### config.mk
export PLATFORM = sky130hd
export DESIGN_NAME = mem_wb
export DESIGN_NICKNAME = d
export VERILOG_FILES = /design/src/rtl/pipeline_pkg.sv /design/src/rtl/pipe_reg.sv /design/src/rtl/mem_wb.sv
export SDC_FILE = /design/constraint.sdc
export NUM_CORES = 1
export LEC_CHECK = 0
export BUFFER_PORTS_ARGS = -buffer_cell sky130_fd_sc_hd__buf_2
export CAP_MARGIN = 20
export CORE_UTILIZATION = 28
export CTS_CLUSTER_DIAMETER = 120
export DETAILED_ROUTE_END_ITERATION = 16
export HOLD_SLACK_MARGIN = 0.02
export REMOVE_ABC_BUFFERS = 1
export SETUP_SLACK_MARGIN = 0.15
export SLEW_MARGIN = 20
export SYNTH_ARGS = -nofsm -noshare
export SYNTH_HDL_FRONTEND = slang
export SYNTH_SLANG_ARGS = --single-unit
### constraint.sdc
create_clock -name clk -period 1.8 [get_ports clk]
set_input_delay 0.27 -clock clk [delete_from_list [all_inputs] [get_ports clk]]
set_output_delay 0.27 -clock clk [all_outputs]
set_load 0.05 [all_outputs]
### src/rtl/pipeline_pkg.sv
// Shared definitions for the 32-bit MIPS pipeline stage registers.
package pipeline_pkg;

   localparam int unsigned DATA_W     = 32;
   localparam int unsigned REG_ADDR_W = 5;

   // Write-back control bits carried through the MEM/WB register.
   typedef struct packed {
      logic reg_write;
      logic mem_to_reg;
   } memwb_ctrl_t;

   localparam int unsigned MEMWB_CTRL_W = $bits(memwb_ctrl_t);

endpackage

### src/rtl/pipe_reg.sv
// Width-parameterised pipeline register: async active-low reset, flush clears, stall holds.
module pipe_reg #(
   parameter int unsigned W = 1
) (
   input  logic         clk,
   input  logic         rst_n,
   input  logic         stall,
   input  logic         flush,
   input  logic [W-1:0] d,
   output logic [W-1:0] q
);

   // Flush outranks stall so a bubble can be injected into a frozen stage.
   always_ff @(posedge clk or negedge rst_n) begin
      if (!rst_n)
         q <= '0;
      else if (flush)
         q <= '0;
      else if (!stall)
         q <= d;
   end

endmodule

### src/rtl/mem_wb.sv
// MEM/WB pipeline register; define MEM_WB_WB_MUX_EN to add the write-back data mux output wb_data_out.
module mem_wb
   import pipeline_pkg::*;
#(
   parameter int unsigned n = DATA_W
) (
   input  logic                  clk,
   input  logic                  rst_n,
   input  logic                  stall,
   input  logic                  flush,
   input  logic                  Reg_Write_in,
   input  logic                  MemtoReg_in,
   input  logic [n-1:0]          data_memory_output_in,
   input  logic [n-1:0]          ALU_Output_in,
   input  logic [REG_ADDR_W-1:0] EX_MEM_Rd_in,
   output logic                  Reg_Write_out,
   output logic                  MemtoReg_out,
   output logic [n-1:0]          data_memory_output_out,
   output logic [n-1:0]          ALU_Output_to_MUX_out,
   output logic [REG_ADDR_W-1:0] MEM_WB_Rd_out
`ifdef MEM_WB_WB_MUX_EN
   ,
   output logic [n-1:0]          wb_data_out
`endif
);

   memwb_ctrl_t ctrl_d;
   memwb_ctrl_t ctrl_q;

   assign ctrl_d.reg_write  = Reg_Write_in;
   assign ctrl_d.mem_to_reg = MemtoReg_in;

   pipe_reg #(.W(MEMWB_CTRL_W)) u_ctrl (
      .clk   (clk),
      .rst_n (rst_n),
      .stall (stall),
      .flush (flush),
      .d     (ctrl_d),
      .q     (ctrl_q)
   );

   pipe_reg #(.W(n)) u_mem_data (
      .clk   (clk),
      .rst_n (rst_n),
      .stall (stall),
      .flush (flush),
      .d     (data_memory_output_in),
      .q     (data_memory_output_out)
   );

   pipe_reg #(.W(n)) u_alu (
      .clk   (clk),
      .rst_n (rst_n),
      .stall (stall),
      .flush (flush),
      .d     (ALU_Output_in),
      .q     (ALU_Output_to_MUX_out)
   );

   pipe_reg #(.W(REG_ADDR_W)) u_rd (
      .clk   (clk),
      .rst_n (rst_n),
      .stall (stall),
      .flush (flush),
      .d     (EX_MEM_Rd_in),
      .q     (MEM_WB_Rd_out)
   );

   assign Reg_Write_out = ctrl_q.reg_write;
   assign MemtoReg_out  = ctrl_q.mem_to_reg;

`ifdef MEM_WB_WB_MUX_EN
   // Driven only from registered state, so no extra latency and no input-to-output path.
   assign wb_data_out = ctrl_q.mem_to_reg ? data_memory_output_out : ALU_Output_to_MUX_out;
`endif

endmodule

---- After elaboration in Yosys (flattened, before gate mapping) ----
Index checks and enable logic that the tools add are counted.
W data, S select, Z words.
word-level totals
  register bits ........................... 71
  bits of input ports ..................... 75
  output and inout port bits .............. 71
  logic and storage cells ................. 13
cells by class
  equal/unequal tests ..................... 1
  mux-type cells .......................... 8
operators by type and width
  operator              count
  $mux W32              4
  $mux W5               2
  $mux W2               2
  $ne A2 B1 Y1 const B  1

---- Longest topological paths before layout ----
Gate-level depths: netlist of the first run.
  word-level depth ........................ 2
  depth in mapped cells ................... 4
  mapped depth without buffers ............ 2

---- Hierarchy ----
From an unflattened synthesis of the first run, not the netlist that was laid out.
unflattened totals
  cells, all modules ...................... 228
  area total of the unflattened synthesis .. 2930.3 um^2
modules (own cells, without submodules)
  module                times used  cells an instance  area an instance (um^2)  seq. area each (um^2)
  pipe_reg (u_alu ...)  2           103                1323.8                   800.8
  pipe_reg (u_rd)       1           16                 205.2                    125.1
  pipe_reg (u_ctrl)     1           6                  77.6                     50.0

---- Least setup slack after synthesis of the first run ----
OpenSTA, ideal clock, no wires.
  kind .................................... input-to-reg
  start point ............................. in stall
  end point ............................... reg u_alu.q[0]
  setup time .............................. 132 ps
  arrival ................................. 788 ps
  data required time ...................... 1668 ps
  path slack .............................. 880 ps
  cell stages on the path ................. 4
  buffers on the path ..................... 2
  path through ............................ buf_6 > buf_8 > mux2i_1 > nor2_1
between the ends
  word-level cells in the longest chain between the ends .. 1
ends and longest elaborated chain
  item                           line            RTL
  from (decl)                    mem_wb.sv:9     input logic stall,
  $ne A2 B1 Y1 (no source line)  -
  to (signal assigned)           pipe_reg.sv:16  q <= '0;
  to (signal assigned)           pipe_reg.sv:18  q <= '0;
  to (signal assigned)           pipe_reg.sv:20  q <= d;
  to (decl)                      pipe_reg.sv:10  output logic [W-1:0] q
No other way between the ends.
A chain may end at the register's enable or synchronous reset.

---- Worst setup path after layout of the first run ----
  start point ............................. reg u_alu.q[25]
  end point ............................... out ALU_Output_to_MUX_out[25]
RTL lines
  item       line          RTL
  to (decl)  mem_wb.sv:19  output logic [n-1:0] ALU_Output_to_MUX_out,
No word-level cell between the ends.

==> results_dict.tcl, run 1 <==
set metrics [dict create \
    grt-ovfl-total 0 \
    io_pins 146 \
    die_h_um 103.8 \
    syn_avg_cell_area_um2 12.67 \
    die_area_um2 10770 \
    worstPathMaxFanout 2 \
    final_cell_mix "144 x buf_2, 71 x mux2i_1, 71 x nor2_1, 71 x dfrtp_1, 9 x clkbuf_8" \
    max_stage_delay_ns 0.36 \
    holdCritPathClass "in2reg" \
    hold_viol_final 0 \
    row_count 36 \
    relSlewSlack 0.6767 \
    wl_per_cell_um 11.84 \
    hold_start "flush" \
    initial_core_util 0.2928 \
    min_to "u_alu.q[24]$_DFFE_PN0P_" \
    syn_to_final_growth_pct 33.59 \
    power_leakage_nw 2.256 \
    finalNetCount 448 \
    max-cap-violations 0 \
    synth_area_leaders "dfrtp_1 61%, mux2i_1 24%, nor2_1 9.2%, buf_8 3.6%, clkbuf_1 0.91%" \
    rr_endpoint "u_mem_data.q[12]$_DFFE_PN0P_" \
    yosysTopAreaCell "dfrtp_1" \
    path_clk_slew_ns 0.07 \
    tightest_slew_ns 0.4850 \
    firstDrtPassIters 4 \
    power_density_nw_per_um2 911.7 \
    clock_latency_ns 0.32 \
    grt_pass1_wl_mm 10.52 \
    grt_usage 0.1209 \
    clock_sinks 71 \
    synth_seq_area_share 0.6123 \
    syn_area_um2 2902 \
    cts_setup_buffers 0 \
    synth_cell_types 7 \
    r2r_setup_slack_ns 1.07 \
    drt-initial-drc-count 76 \
    max_clock_freq_mhz 809.8 \
    grt_pass1_vias 2284 \
    drt_wl_total_mm 6.048 \
    layout_commonest_cell "buf_2" \
    r2r_start "u_mem_data.q[12]$_DFFE_PN0P_" \
    total_power_mw 3.534 \
    ys.warnings.count 0 \
    antennaDiodeCount 0 \
    cts_tree "yes" \
    finalCriticalPeriod_ns 1.235 \
    ant_nets 0 \
    drive_gt1_frac 0.4259 \
    ys_seq_elements 71 \
    post-route-drc-count 0 \
    path_buf_inv 1 \
    final_area_um2 3876 \
    clock-skew-final_ns 0 \
    place_congestion 0.6527 \
    place_area_um2 3709 \
    slowest_stage "dfrtp_1" \
    port_buffers 145 \
    status "complete, no violations" \
    cts-root-buf "clkbuf_8" \
    grt_max_degree 72 \
    cts.repair.resized 0 \
    arrival_ns 0.96 \
    vdd_ir_drop_max_uv 355.1 \
    endpoint_kind "primary output" \
    slew_violations 0 \
    coreArea_um2 9910 \
    cpLargestDelayFamily "flip-flops" \
    vias 2157 \
    synthCells 229 \
    viasPerCell 4.221 \
    grt_antenna_before_repair 0 \
    crit_type "reg2out" \
    hold_buffers 1 \
    setup_violations 0 \
    cts_buffers 9 \
    cp_cell_sequence "buf_2" \
    dpl.hpwl_mm 3.959 \
    cp_data_required_time_ns 1.53 \
    die_width_um 103.8 \
    cts-htree-levels 3 \
    cp-start-kind "register" \
    finalCritPeriodShare 0.6860 \
    reg2regPathDepth 2 \
    synth_top_area_frac 0.6123 \
    clk_path_buf_depth 2 \
    fin_setup_tns_ns 0 \
    hold_depth 2 \
    rsz0062_at_grt "no" \
]
==> worst max path at each step <==
stage                                            from                           end  slack (ns)  cells after the start
final                         u_alu.q[25]$_DFFE_PN0P_     ALU_Output_to_MUX_out[25]        0.57                      1
after global routing          u_alu.q[11]$_DFFE_PN0P_     ALU_Output_to_MUX_out[11]        0.50                      1
after CTS                 u_mem_data.q[6]$_DFFE_PN0P_     data_memory_output_out[6]        0.52                      1
after detailed placement                        stall  u_mem_data.q[12]$_DFFE_PN0P_        0.54                      4
after global placement                          stall  u_mem_data.q[27]$_DFFE_PN0P_        0.57                      4
after floorplan                u_alu.q[0]$_DFFE_PN0P_        u_alu.q[0]$_DFFE_PN0P_        0.90                      2
==> layout make-up <==
class / instances / area, µm²
Sequential cell: 71 / 1777
Clock inverter: 4 / 22.52
Tap cell: 133 / 166.4
Fill cell: 989 / 6033
Timing Repair Buffer: 149 / 798.3
Multi-Input combinational cell: 142 / 977.2
Clock buffer: 12 / 135.1
==> sequential cells by signal (all words and copies together), names as in the netlist <==
name and flops:
u_alu.q 32, u_ctrl.q 2, u_mem_data.q 32, u_rd.q 5
==> per-stage QoR <==
step                cells  hold WS, ns  utilization  setup slack, ns
finish                511       0.1316       0.3912           0.5652
global route          511       0.1062       0.3912           0.4989
CTS                   511       0.1043       0.3912           0.5225
detailed placement    494       0.3258       0.3742           0.5375
global placement      494       0.3259       0.3742           0.5669
floorplan             213     -0.02559            -           0.8956
==> cells by family after synthesis <==
logic type	share of synthesized area
multiplexers	0.2449
flip-flops	0.6123
AND/OR/NAND/NOR	0.09185
buffers and inverters	0.05088
==> worst reg2reg max path, stage by stage (launching register included) <==
cell,delay [ns]
dfrtp_1,0.38
mux2i_1,0.16
nor2_1,0.06
==> Yosys cell counts <==
| master | count |
|---|---|
| dfrtp_1 | 71 |
| mux2i_1 | 71 |
| nor2_1 | 71 |
| buf_8 | 7 |
| clkbuf_1 | 7 |
| buf_6 | 1 |
| clkbuf_2 | 1 |
==> layer usage <==
layer  vias to the layer above  wire, µm  GRT usage
met5                         -         0          0
met4                         0        60    0.05408
met3                         6       484    0.04091
met2                        96      2758     0.1975
met1                      1017      2744     0.1443
li1                       1038         -          -
==> power by group <==
group | switching [mW] | internal (mW)
Sequential | 0.0452 | 1.68
Clock | 0.557 | 0.495
Combinational | 0.528 | 0.225
Note: power is estimated with default switching activity, not from simulation.
==> inputs of run 2 (changes only) <==
--- a/config.mk
+++ b/config.mk
@@ -5,6 +5,7 @@
 export SDC_FILE = /design/constraint.sdc
 export NUM_CORES = 1
 export LEC_CHECK = 0
+export ABC_AREA = 1
 export BUFFER_PORTS_ARGS = -buffer_cell sky130_fd_sc_hd__buf_2
 export CAP_MARGIN = 20
 export CORE_UTILIZATION = 28
==> constraint.sdc (replaced) <==
create_clock -name clk -period 1.3 [get_ports clk]
set_input_delay 0.195 -clock clk [delete_from_list [all_inputs] [get_ports clk]]
set_output_delay 0.195 -clock clk [all_outputs]
set_load 0.05 [all_outputs]
==> results_dict.tcl, run 2 <==
set metrics [dict create \
    cts-htree-levels 3 \
    viasPerCell 4.418 \
    path_clk_slew_ns 0.07 \
    cp_data_required_time_ns 1.11 \
    timing.hold.ws_ns 0.04532 \
    relSlewSlack 0.7933 \
    dp_slack_ns 0.2788 \
    reg_top3 "u_alu.q: 32 flops, u_mem_data.q: 32 flops, u_rd.q: 5 flops" \
    initial_core_util 0.2917 \
    drt-initial-drc-count 114 \
    ys_seq_elements 71 \
    drive_gt1_frac 0.3750 \
    cpLargestDelayFamily "flip-flops" \
    synthCells 308 \
    final_core_util 0.4328 \
    antennaDiodeCount 0 \
    slew_violations 0 \
    crit_end "ALU_Output_to_MUX_out[19]" \
    clock_sinks 71 \
    grt-ovfl-total 0 \
    worstPathMaxFanout 2 \
    path_buf_inv 1 \
    worst-path-stages 1 \
    vdd_ir_drop_max_uv 580.4 \
    ant_nets 0 \
    port_buffers 145 \
    cts_tree "yes" \
    synth_area_leaders "dfrtp_1 62%, nand2_1 19%, nand3_1 12%, clkbuf_8 3.3%, buf_4 1.8%" \
    endpoint_kind "primary output" \
    slowest_stage "dfrtp_1" \
    rr_endpoint "u_mem_data.q[14]$_DFFE_PN0P_" \
    cts-root-buf "clkbuf_8" \
    max-cap-violations 0 \
    setup_violations 0 \
    drt_wl_total_mm 7.582 \
    die_area_um2 10690 \
    grt_antenna_before_repair 0 \
    hold_viol_final 0 \
    cp_cell_sequence "buf_4" \
    grt_pass1_wl_mm 11.49 \
    clk_path_buf_depth 2 \
    row_count 36 \
    synthArstFlopShare 1.000 \
    layout_commonest_cell "nand2_1" \
    critPathLaunch "u_alu.q[19]$_DFFE_PN0P_" \
    synth_seq_area_share 0.6174 \
    syn_area_um2 2878 \
    yosysTopAreaCell "dfrtp_1" \
    clock_latency_ns 0.33 \
    max_clock_freq_mhz 893.2 \
    io_pins 146 \
    synth-main-ff-cell "dfrtp_1" \
    final_area_um2 4269 \
    holdCritPathClass "in2reg" \
    rsz0062_at_grt "yes" \
    fin_setup_tns_ns 0 \
    status "complete, no violations" \
    power_leakage_nw 2.417 \
    syn_avg_cell_area_um2 9.343 \
    power_density_nw_per_um2 1298 \
    grt_max_degree 72 \
    place_area_um2 3681 \
    synth_edf_count 0 \
    synth.most_common_cell "nand2_1" \
    tightest_slew_ns 0.3100 \
    finalCritPeriodShare 0.8612 \
    grt_usage 0.1413 \
    crit_type "reg2out" \
    max_stage_delay_ns 0.40 \
    vias 2602 \
    firstDrtPassIters 4 \
    r2r_setup_slack_ns 0.63 \
    synth_cell_types 8 \
    r2r_start "u_mem_data.q[14]$_DFFE_PN0P_" \
    ys_top_cells_by_count "142 x nand2_1, 71 x dfrtp_1, 71 x nand3_1" \
    coreArea_um2 9864 \
    finalWorstSetupSlack_ns 0.1804 \
    dpl.hpwl_mm 5.013 \
    post-route-drc-count 0 \
    ys.warnings.count 0 \
    syn_to_final_growth_pct 48.35 \
    clock-skew-final_ns 0 \
    synth_top_area_frac 0.6174 \
    finalCriticalPeriod_ns 1.120 \
    place_congestion 0.7247 \
    finalNetCount 526 \
    cp-start-kind "register" \
    wl_per_cell_um 12.87 \
    die_width_um 103.4 \
    cts_buffers 9 \
    reg2regPathDepth 2 \
    grt_pass1_vias 2367 \
    final_cell_mix "142 x nand2_1, 73 x buf_2, 71 x nand3_1, 71 x dfrtp_1, 45 x buf_6" \
    die_h_um 103.4 \
    arrival_ns 0.92 \
]
-- run 2: cell types whose count changed in the layout (fill, tap and decap cells not counted), moves of 2 or more --
cell,before,now
buf_2,144,73
buf_4,1,32
buf_6,0,45
bufinv_16,0,2
clkbuf_1,3,0
clkbuf_8,9,11
clkinv_2,3,1
mux2i_1,71,0
nand2_1,0,142
nand3_1,0,71
nor2_1,71,0
-- run 2: layer usage --
layer / share of wire / GRT usage / up-vias
li1: - / - / 1272
met1: 0.45 / 0.1759 / 1211
met2: 0.46 / 0.2287 / 107
met3: 0.077 / 0.04772 / 12
met4: 0.013 / 0.04984 / 0
met5: 0 / 0 / -
-- run 2: cell type report --
cell class                      instances  area [µm²]
Clock buffer                           11       151.4
Clock inverter                          5       80.08
Fill cell                             987        5595
Inverter                                1       3.754
Multi-Input combinational cell        214       908.4
Sequential cell                        71        1777
Tap cell                              133       166.4
Timing Repair Buffer                  154        1182
-- run 2: report_power, final --
group	leakage (nW)	internal, mW	switching [mW]
Sequential	0.944	2.33	0.0867
Clock	0.112	1.18	0.821
Combinational	1.36	0.373	0.746
Total	2.42	3.89	1.65
-- run 2: through the flow --
step                      cells  power (mW)
after detailed placement    572       3.441
after CTS                   589       5.569
final                       589       5.540
after global routing        589       5.792
after global placement      572       3.429
after floorplan             286       3.023
-- run 2: what timing repair did --
action | in CTS | in global routing
endpoints found under the hold margin | 21 | 0
resized for setup | 71 | 45
buffers inserted | 0 | 0
endpoints found under the setup margin | 71 | 45
hold buffers | 1 | 0
-- run 2: how the worst min path moves through the flow --
stage,startpoint,to,cells after the start
final,ALU_Output_in[12],u_alu.q[12]$_DFFE_PN0P_,3
after global routing,EX_MEM_Rd_in[4],u_rd.q[4]$_DFFE_PN0P_,3
after CTS,ALU_Output_in[12],u_alu.q[12]$_DFFE_PN0P_,3
after detailed placement,rst_n,u_mem_data.q[31]$_DFFE_PN0P_,1
after global placement,rst_n,u_alu.q[27]$_DFFE_PN0P_,1
after floorplan,rst_n,u_alu.q[0]$_DFFE_PN0P_,0
-- run 2: kinds of logic after synthesis --
| family | share of synthesized area |
|---|---|
| buffers and inverters | 0.06695 |
| and+or+nand+nor | 0.3157 |
| DFF | 0.6174 |
